## src/rtl/dds_freq_meter.sv

```systemverilog
`default_nettype none
// ============================================================================
// Module : dds_freq_meter
// Counts sys_clk cycles over N mid-scale rising crossings of a sampled
// waveform, then divides to the equivalent 32-bit DDS frequency word.
// Option : define FREQ_METER_SIGNED_EN for two's-complement din (threshold 0).
// Rev    : 1.0
// ============================================================================
module dds_freq_meter #(
    parameter int CNT_W = 24,
    parameter int HYST  = 16,
    parameter int MID   = 2048
) (
    input  logic             sys_clk,
    input  logic             rst_n,
    input  logic             start,
    input  logic [7:0]       num_periods,
    input  logic [11:0]      din,
    input  logic             din_valid,
    output logic             busy,
    output logic             done,
    output logic             timeout,
    output logic [CNT_W-1:0] period_cnt,
    output logic [31:0]      fword_est
);
    localparam int               DIV_BITS   = 40;
    localparam logic [5:0]       c_DIV_END  = 6'(DIV_BITS);
    localparam logic [CNT_W-1:0] c_CNT_LAST = {{(CNT_W-1){1'b1}}, 1'b0};

    typedef enum logic [2:0] {
        S_IDLE       = 3'd0,
        S_WAIT_FIRST = 3'd1,
        S_MEASURE    = 3'd2,
        S_DIVIDE     = 3'd3,
        S_DONE       = 3'd4
    } state_t;

    state_t              r_state;
    logic                r_armed;
    logic [CNT_W-1:0]    r_cnt;
    logic [7:0]          r_n;
    logic [7:0]          r_left;
    logic [5:0]          r_it;
    logic [CNT_W-1:0]    r_drem;
    logic [DIV_BITS-1:0] r_dq;

    logic                w_below;
    logic                w_above;
    logic                w_cross;
    logic                w_tmo;
    logic [CNT_W:0]      w_trial;
    logic                w_fit;
    logic [CNT_W-1:0]    w_diff;
    logic [31:0]         w_fword;

`ifdef FREQ_METER_SIGNED_EN
    localparam logic signed [12:0] c_ARM_LVL = 13'(-HYST);
    assign w_below = $signed({din[11], din}) < c_ARM_LVL;
    assign w_above = ~din[11];
`else
    localparam logic [12:0] c_ARM_LVL = 13'(MID - HYST);
    localparam logic [12:0] c_MID     = 13'(MID);
    assign w_below = {1'b0, din} < c_ARM_LVL;
    assign w_above = {1'b0, din} >= c_MID;
`endif

    assign w_cross = din_valid & r_armed & w_above;
    assign w_tmo   = (r_cnt == c_CNT_LAST);

    // Restoring divider: the remainder stays below the divisor, so the
    // low CNT_W bits of the subtraction are exact.
    assign w_trial = {r_drem, r_dq[DIV_BITS-1]};
    assign w_fit   = (w_trial >= {1'b0, period_cnt});
    assign w_diff  = w_trial[CNT_W-1:0] - period_cnt;
    assign w_fword = (|r_dq[DIV_BITS-1:32]) ? 32'hFFFF_FFFF : r_dq[31:0];

    always_ff @(posedge sys_clk or negedge rst_n) begin
        if (!rst_n) begin
            r_state    <= S_IDLE;
            r_armed    <= 1'b0;
            r_cnt      <= '0;
            r_n        <= 8'd0;
            r_left     <= 8'd0;
            r_it       <= 6'd0;
            r_drem     <= '0;
            r_dq       <= '0;
            busy       <= 1'b0;
            done       <= 1'b0;
            timeout    <= 1'b0;
            period_cnt <= '0;
            fword_est  <= 32'd0;
        end else begin
            case (r_state)
                S_IDLE: begin
                    if (start) begin
                        r_n     <= (num_periods == 8'd0) ? 8'd1 : num_periods;
                        r_armed <= 1'b0;
                        r_cnt   <= '0;
                        timeout <= 1'b0;
                        busy    <= 1'b1;
                        r_state <= S_WAIT_FIRST;
                    end
                end
                S_WAIT_FIRST: begin
                    if (w_cross) begin
                        r_armed <= 1'b0;
                    end else if (din_valid && w_below) begin
                        r_armed <= 1'b1;
                    end
                    if (w_cross) begin
                        r_cnt   <= '0;
                        r_left  <= r_n;
                        r_state <= S_MEASURE;
                    end else if (w_tmo) begin
                        timeout    <= 1'b1;
                        period_cnt <= '0;
                        fword_est  <= 32'd0;
                        done       <= 1'b1;
                        busy       <= 1'b0;
                        r_state    <= S_DONE;
                    end else begin
                        r_cnt <= r_cnt + 1'b1;
                    end
                end
                S_MEASURE: begin
                    if (w_cross) begin
                        r_armed <= 1'b0;
                    end else if (din_valid && w_below) begin
                        r_armed <= 1'b1;
                    end
                    if (w_cross && (r_left == 8'd1)) begin
                        period_cnt <= r_cnt + 1'b1;
                        r_drem     <= '0;
                        r_dq       <= {r_n, 32'd0};
                        r_it       <= 6'd0;
                        r_state    <= S_DIVIDE;
                    end else if (w_tmo) begin
                        timeout    <= 1'b1;
                        period_cnt <= '0;
                        fword_est  <= 32'd0;
                        done       <= 1'b1;
                        busy       <= 1'b0;
                        r_state    <= S_DONE;
                    end else begin
                        r_cnt <= r_cnt + 1'b1;
                        if (w_cross) begin
                            r_left <= r_left - 1'b1;
                        end
                    end
                end
                S_DIVIDE: begin
                    // 40 quotient-bit cycles followed by one result-commit cycle.
                    if (r_it == c_DIV_END) begin
                        fword_est <= w_fword;
                        done      <= 1'b1;
                        busy      <= 1'b0;
                        r_state   <= S_DONE;
                    end else begin
                        r_it   <= r_it + 1'b1;
                        r_drem <= w_fit ? w_diff : w_trial[CNT_W-1:0];
                        r_dq   <= {r_dq[DIV_BITS-2:0], w_fit};
                    end
                end
                S_DONE: begin
                    done    <= 1'b0;
                    r_state <= S_IDLE;
                end
                default: begin
                    r_state <= S_IDLE;
                end
            endcase
        end
    end

endmodule
`default_nettype wire

```

## config.mk

```make
export PLATFORM = sky130hd
export DESIGN_NAME = dds_freq_meter
export DESIGN_NICKNAME = d
export VERILOG_FILES = /design/src/rtl/dds_freq_meter.sv
export SDC_FILE = /design/constraint.sdc
export NUM_CORES = 1
export LEC_CHECK = 0
export CELL_PAD_IN_SITES_DETAIL_PLACEMENT = 1
export CELL_PAD_IN_SITES_GLOBAL_PLACEMENT = 2
export CORE_UTILIZATION = 32
export DETAILED_ROUTE_END_ITERATION = 10
export HOLD_SLACK_MARGIN = 0.03
export PLACE_DENSITY = 0.87
export RECOVER_POWER = 100
export SYNTH_ARGS = -nofsm -noshare
export SYNTH_HDL_FRONTEND = slang
export SYNTH_SLANG_ARGS = --single-unit
```

## constraint.sdc

```tcl
create_clock -name sys_clk -period 2.4 [get_ports sys_clk]
set_input_delay 0.36 -clock sys_clk [delete_from_list [all_inputs] [get_ports sys_clk]]
set_output_delay 0.36 -clock sys_clk [all_outputs]
set_load 0.005 [all_outputs]
```

Word level (Yosys, flattened, before mapping). Index checks and enable logic that the tools add are counted.

Flip-flop bits (word level): 173. Output and inout port bits: 59. Input bits: 24.

Reduce and logical (&&, ||, !) cells: 24. Add/subtract/negate cells: 4. Bitwise logic cells: 2. Magnitude comparators: 3. Multiplexer cells: 56. Eq/ne operators: 17.

Operator list (count): two-way mux 24 bit (10); two-way mux 32 bit (5); case mux 24 bit (2 select lines) (2); case mux 32 bit (3 select lines) (1); two-way mux 40 bit (2); case mux 40 bit (2 select lines) (1); case mux 24 bit (3 select lines) (1); two-way mux 8 bit (5); >= comparator 25 x 24 -> 1 bit (1); adder 24 x 1 -> 24 bit, second input constant (1); equality test 24 bit, second input constant (1); subtractor 24 bit (1); != test 2 bit, second input constant (9); case mux 8 bit (2 select lines) (1); two-way mux 1 bit (15); two-way mux 3 bit (5); >= comparator 12 bit, second input constant (1); less-than comparator 12 x 11 -> 1 bit, second input constant (1); two-way mux 6 bit (2); case mux 3 bit (4 select lines) (1); case mux 6 bit (2 select lines) (1); AND reduction 4 bit (3); AND reduction 5 bit (2); AND reduction 3 bit (3); 21 further kinds (31).

Longest topological paths before layout.
Depth in word-level cells: 6. Mapped depth: 12. Gate-level depth less buffers: 10.

Worst setup path after synthesis. Ideal clock, no wire load.

Path kind: flip-flop to flip-flop. Start point: reg period_cnt[1]. End point: reg r_drem[14]. Data required time: 2.265 ns. Arrival time: 2.307 ns. Stages on the path, launching flop included: 12. Period minus slack after synthesis: 2.442 ns. Path slack: -0.042 ns. Setup time: 0.135 ns. Cells stage by stage: dfrtp_1 inv_1 ha_1 nor2b_1 o31a_2 o211ai_4 o2111a_1 or2_1 buf_2 buf_2 mux2i_1 o21ai_0.

Longest elaborated chain between the ends: 4.

RTL lines: start, declared (RTL line 23) `output logic [CNT_W-1:0] period_cnt,`; start signal, assigned (RTL line 132) `period_cnt <= r_cnt + 1'b1;`; subtractor 24 bit or >= comparator 25 x 24 -> 1 bit (tied branches) (RTL line 74, 73); two-way mux 24 bit * (RTL line 160) `r_drem <= w_fit ? w_diff : w_trial[CNT_W-1:0];`; two-way mux 24 bit * (RTL line 153) `if (r_it == c_DIV_END) begin`; case mux 24 bit (2 select lines) * (RTL line 93) `case (r_state)`; end signal, assigned (RTL line 160); end, declared (RTL line 44) `logic [CNT_W-1:0] r_drem;`.

Every way passes the cells marked *; elsewhere a longest branch is shown, timed or not. The select of a mux whose other input is x is not followed. A chain may end at the register's enable or synchronous reset.

Final worst setup path.
Start point: reg period_cnt[16]. End point: reg r_drem[3].

Longest elaborated chain between the ends: 4.

RTL lines: >= comparator 25 x 24 -> 1 bit (RTL line 73) `assign w_fit = (w_trial >= {1'b0, period_cnt});`; two-way mux 24 bit (RTL line 160); two-way mux 24 bit (RTL line 153); case mux 24 bit (2 select lines) (RTL line 93).

Every way passes these cells. The select of a mux whose other input is x is not followed.

==> results.ini <==
[status]
status = finished, violations left
violations = setup timing

[critical_path]
ff2ff_setup_slack_ns = -0.09
critPathRequiredTime_ns = 2.77
r2r_end = r_drem[3]$_DFFE_PN0P_
crit_path_start_kind = flip-flop
crit_type = reg2reg
r2r-start = period_cnt[16]$_DFFE_PN0P_
endpoint_kind = flip-flop
crit_fanout = 6
rr_worst_depth = 10
crit_arrival_ns = 2.86

[grt]
grt_usage_pct = 19.6
grt_max_degree = 55
grt-ovfl-total = 0
antenna_found_initial = 0
grt_pass1_wl_microns = 47900
grt_pass1_vias = 9312

[min_path]
min-delay-path-class = reg2reg
min_to = fword_est[13]$_DFFE_PN0P_
hold_depth = 2
min_from = fword_est[13]$_DFFE_PN0P_

[clock_network]
h-tree-depth = 4
cts_buffer_depth = 2
clk_pin_slew_ns = 0.07
numCtsBuffers = 17
cts_tree = built
cts_sinks = 173
cts-root-buf = clkbuf_16
clk-insertion-delay-late_ns = 0.44

[detailed_routing]
ant_nets = 0
drt-initial-drc-count = 458
vias = 8823
drt_wl_total_microns = 29800
first_pass_iters = 6
drc = 0
wl_per_cell_microns = 17.6
vias_per_cell = 5.20

[place]
place_congestion = 0.851
numPortBuffers = 78
place_ws_ns = -0.182
dp_hpwl_microns = 20400
dpl.cell_count = 1654

[floorplan]
io_pins = 83
die_y_microns = 174
fp.dieArea_sq_um = 30200
dieWidth_microns = 174
std_cell_rows = 62
core_area_sq_um = 28900
initial_core_util_pct = 32.7

[synth]
synth_async_sr_flop_share_pct = 100
synth_common_cells = nand2_1 (175), dfrtp_1 (173), o21ai_0 (149)
synthTopCellsByArea = dfrtp_1 (46%), o21ai_0 (7.9%), nand2_1 (7.0%)
syn_nets = 1145
synth_ff_type = dfrtp_1
synth_seq_cells = 173
synth-warning-count = 0
avgSynthCellArea_sq_um = 8.65
syn_inst = 1090
yosysTopAreaCellShare_pct = 45.9
syn_area_sq_um = 9430
synth_edf_count = 0
synthMostInstantiatedCell = nand2_1
netlist-cell-type-count = 59
ys_seq_area_share_pct = 45.9
yosysTopAreaCell = dfrtp_1

[pwr]
p_total_mw = 16.9
worst_ir_drop_vdd_mv = 0.548
leakage_nw = 5.73
power_density_nw_per_um2 = 1320

[layout]
fin_util_pct = 44.3
diodes = 0
nNetsFinal = 1355
areaGrowthSynthToFinish_pct = 35.6
instances_no_fill = 1697
drive_gt1_share_pct = 20.6

[sta]
setup_tns_ns = -0.338
setup_ws_ns = -0.0912
clock_skew_ns = 0.0158
max_slew_margin_pct = 9.00
worst_slew_pin_slew_ns = 1.37
maxSlewViolCount = 0
fin_crit_ns = 2.49
finalCritPeriodShare_pct = 104
clock.fmax_ghz = 0.401
setup_viol = 8
hold_violations = 0
rsz0062_at_grt = true

[flow_run]
drv_cap = 0

## power breakdown
part	internal, mW	total [mW]	switching, mW	leakage, nW
sequential	3.96	4.83	0.866	2.25
combinational	4.39	9.16	4.76	3.19
clock	1.60	2.89	1.29	0.289
## metal layers
layer	wire length, microns	vias up	GRT usage (%)
li1	-	4228	-
met3	664	50	2.92
met5	0	-	0
met1	13400	4404	24.5
met4	665	0	5.70
met2	15100	141	34.9
## registers in the layout, summed over array words and instances, names as in the netlist, 3 cells and up
register    count
period_cnt     24
r_cnt          24
r_it            6
r_n             8
r_left          8
r_drem         24
fword_est      32
r_dq           40
r_state         3
## critical path, stage by stage (launching register included)
cell and delay, ns:
dfrtp_1 0.41, inv_2 0.07, ha_4 0.29, nand4_1 0.17
nor3_4 0.19, o21ai_2 0.08, o2111a_1 0.28, buf_4 0.14
or3_4 0.39, a211o_1 0.32, nand2_1 0.10
## how the worst max path moves through the flow
stage	endpoint	startpoint	cells after the start	slack [ns]
finish	r_drem[3]$_DFFE_PN0P_	period_cnt[16]$_DFFE_PN0P_	10	-0.09
floorplan	r_drem[20]$_DFFE_PN0P_	period_cnt[1]$_DFFE_PN0P_	11	-0.008
global route	r_drem[3]$_DFFE_PN0P_	period_cnt[16]$_DFFE_PN0P_	10	-0.15
detailed placement	r_drem[22]$_DFFE_PN0P_	period_cnt[13]$_DFFE_PN0P_	10	-0.18
global placement	r_drem[3]$_DFFE_PN0P_	period_cnt[13]$_DFFE_PN0P_	10	-0.10
CTS	r_drem[20]$_DFFE_PN0P_	period_cnt[19]$_DFFE_PN0P_	10	-0.02
## logic make-up after synthesis
family          Yosys count  share of synthesized area [%]
simple gates            423                           20.5
compound gates          281                           17.2
flops                   173                           45.9
buf+inv                 103                           4.41
xor+xnor                 53                           4.92
fa+ha+maj                31                           4.19
mux                      26                           2.85
## placed cells by master, fill, tap and decap left out, types with 13 or more instances in the layout
cell,instances
nor2_1,85
xor2_1,24
nand3_1,59
inv_1,34
dfrtp_1,173
buf_4,146
o21ai_1,15
a21oi_1,54
ha_4,15
mux2i_1,17
xnor2_1,29
nand2_1,174
nor3_1,19
clkdlybuf4s50_1,20
clkbuf_16,18
or3_1,15
o21ai_0,133
dlygate4sd3_1,58
ha_1,14
nand4_1,13
## what timing repair did
item / in CTS / in global routing
hold buffers: 1 / 0
endpoints found under the setup margin: 20 / 73
setup buffers: 4 / 5
resized for setup: 31 / 55
cloned: 0 / 1
hold endpoints to repair: 49 / 0
pin swaps: 9 / 7
## cell type report
type / count / area (sq um)
Fill cell: 3358 / 16100
Multi-Input combinational cell: 814 / 5070
Sequential cell: 173 / 4330
Timing Repair Buffer: 253 / 2150
Tap cell: 384 / 480
Clock buffer: 20 / 447
Clock inverter: 12 / 154
Inverter: 41 / 154
## through the flow
stage / hold slack (ns) / area [sq um]
2_1_floorplan: 0.0644 / 9430
3_3_place_gp: 0.361 / 11800
3_5_place_dp: 0.364 / 11800
4_1_cts: 0.458 / 12600
5_1_grt: 0.508 / 12800
6_report: 0.473 / 12800
Power figures use the tool's default switching activity.
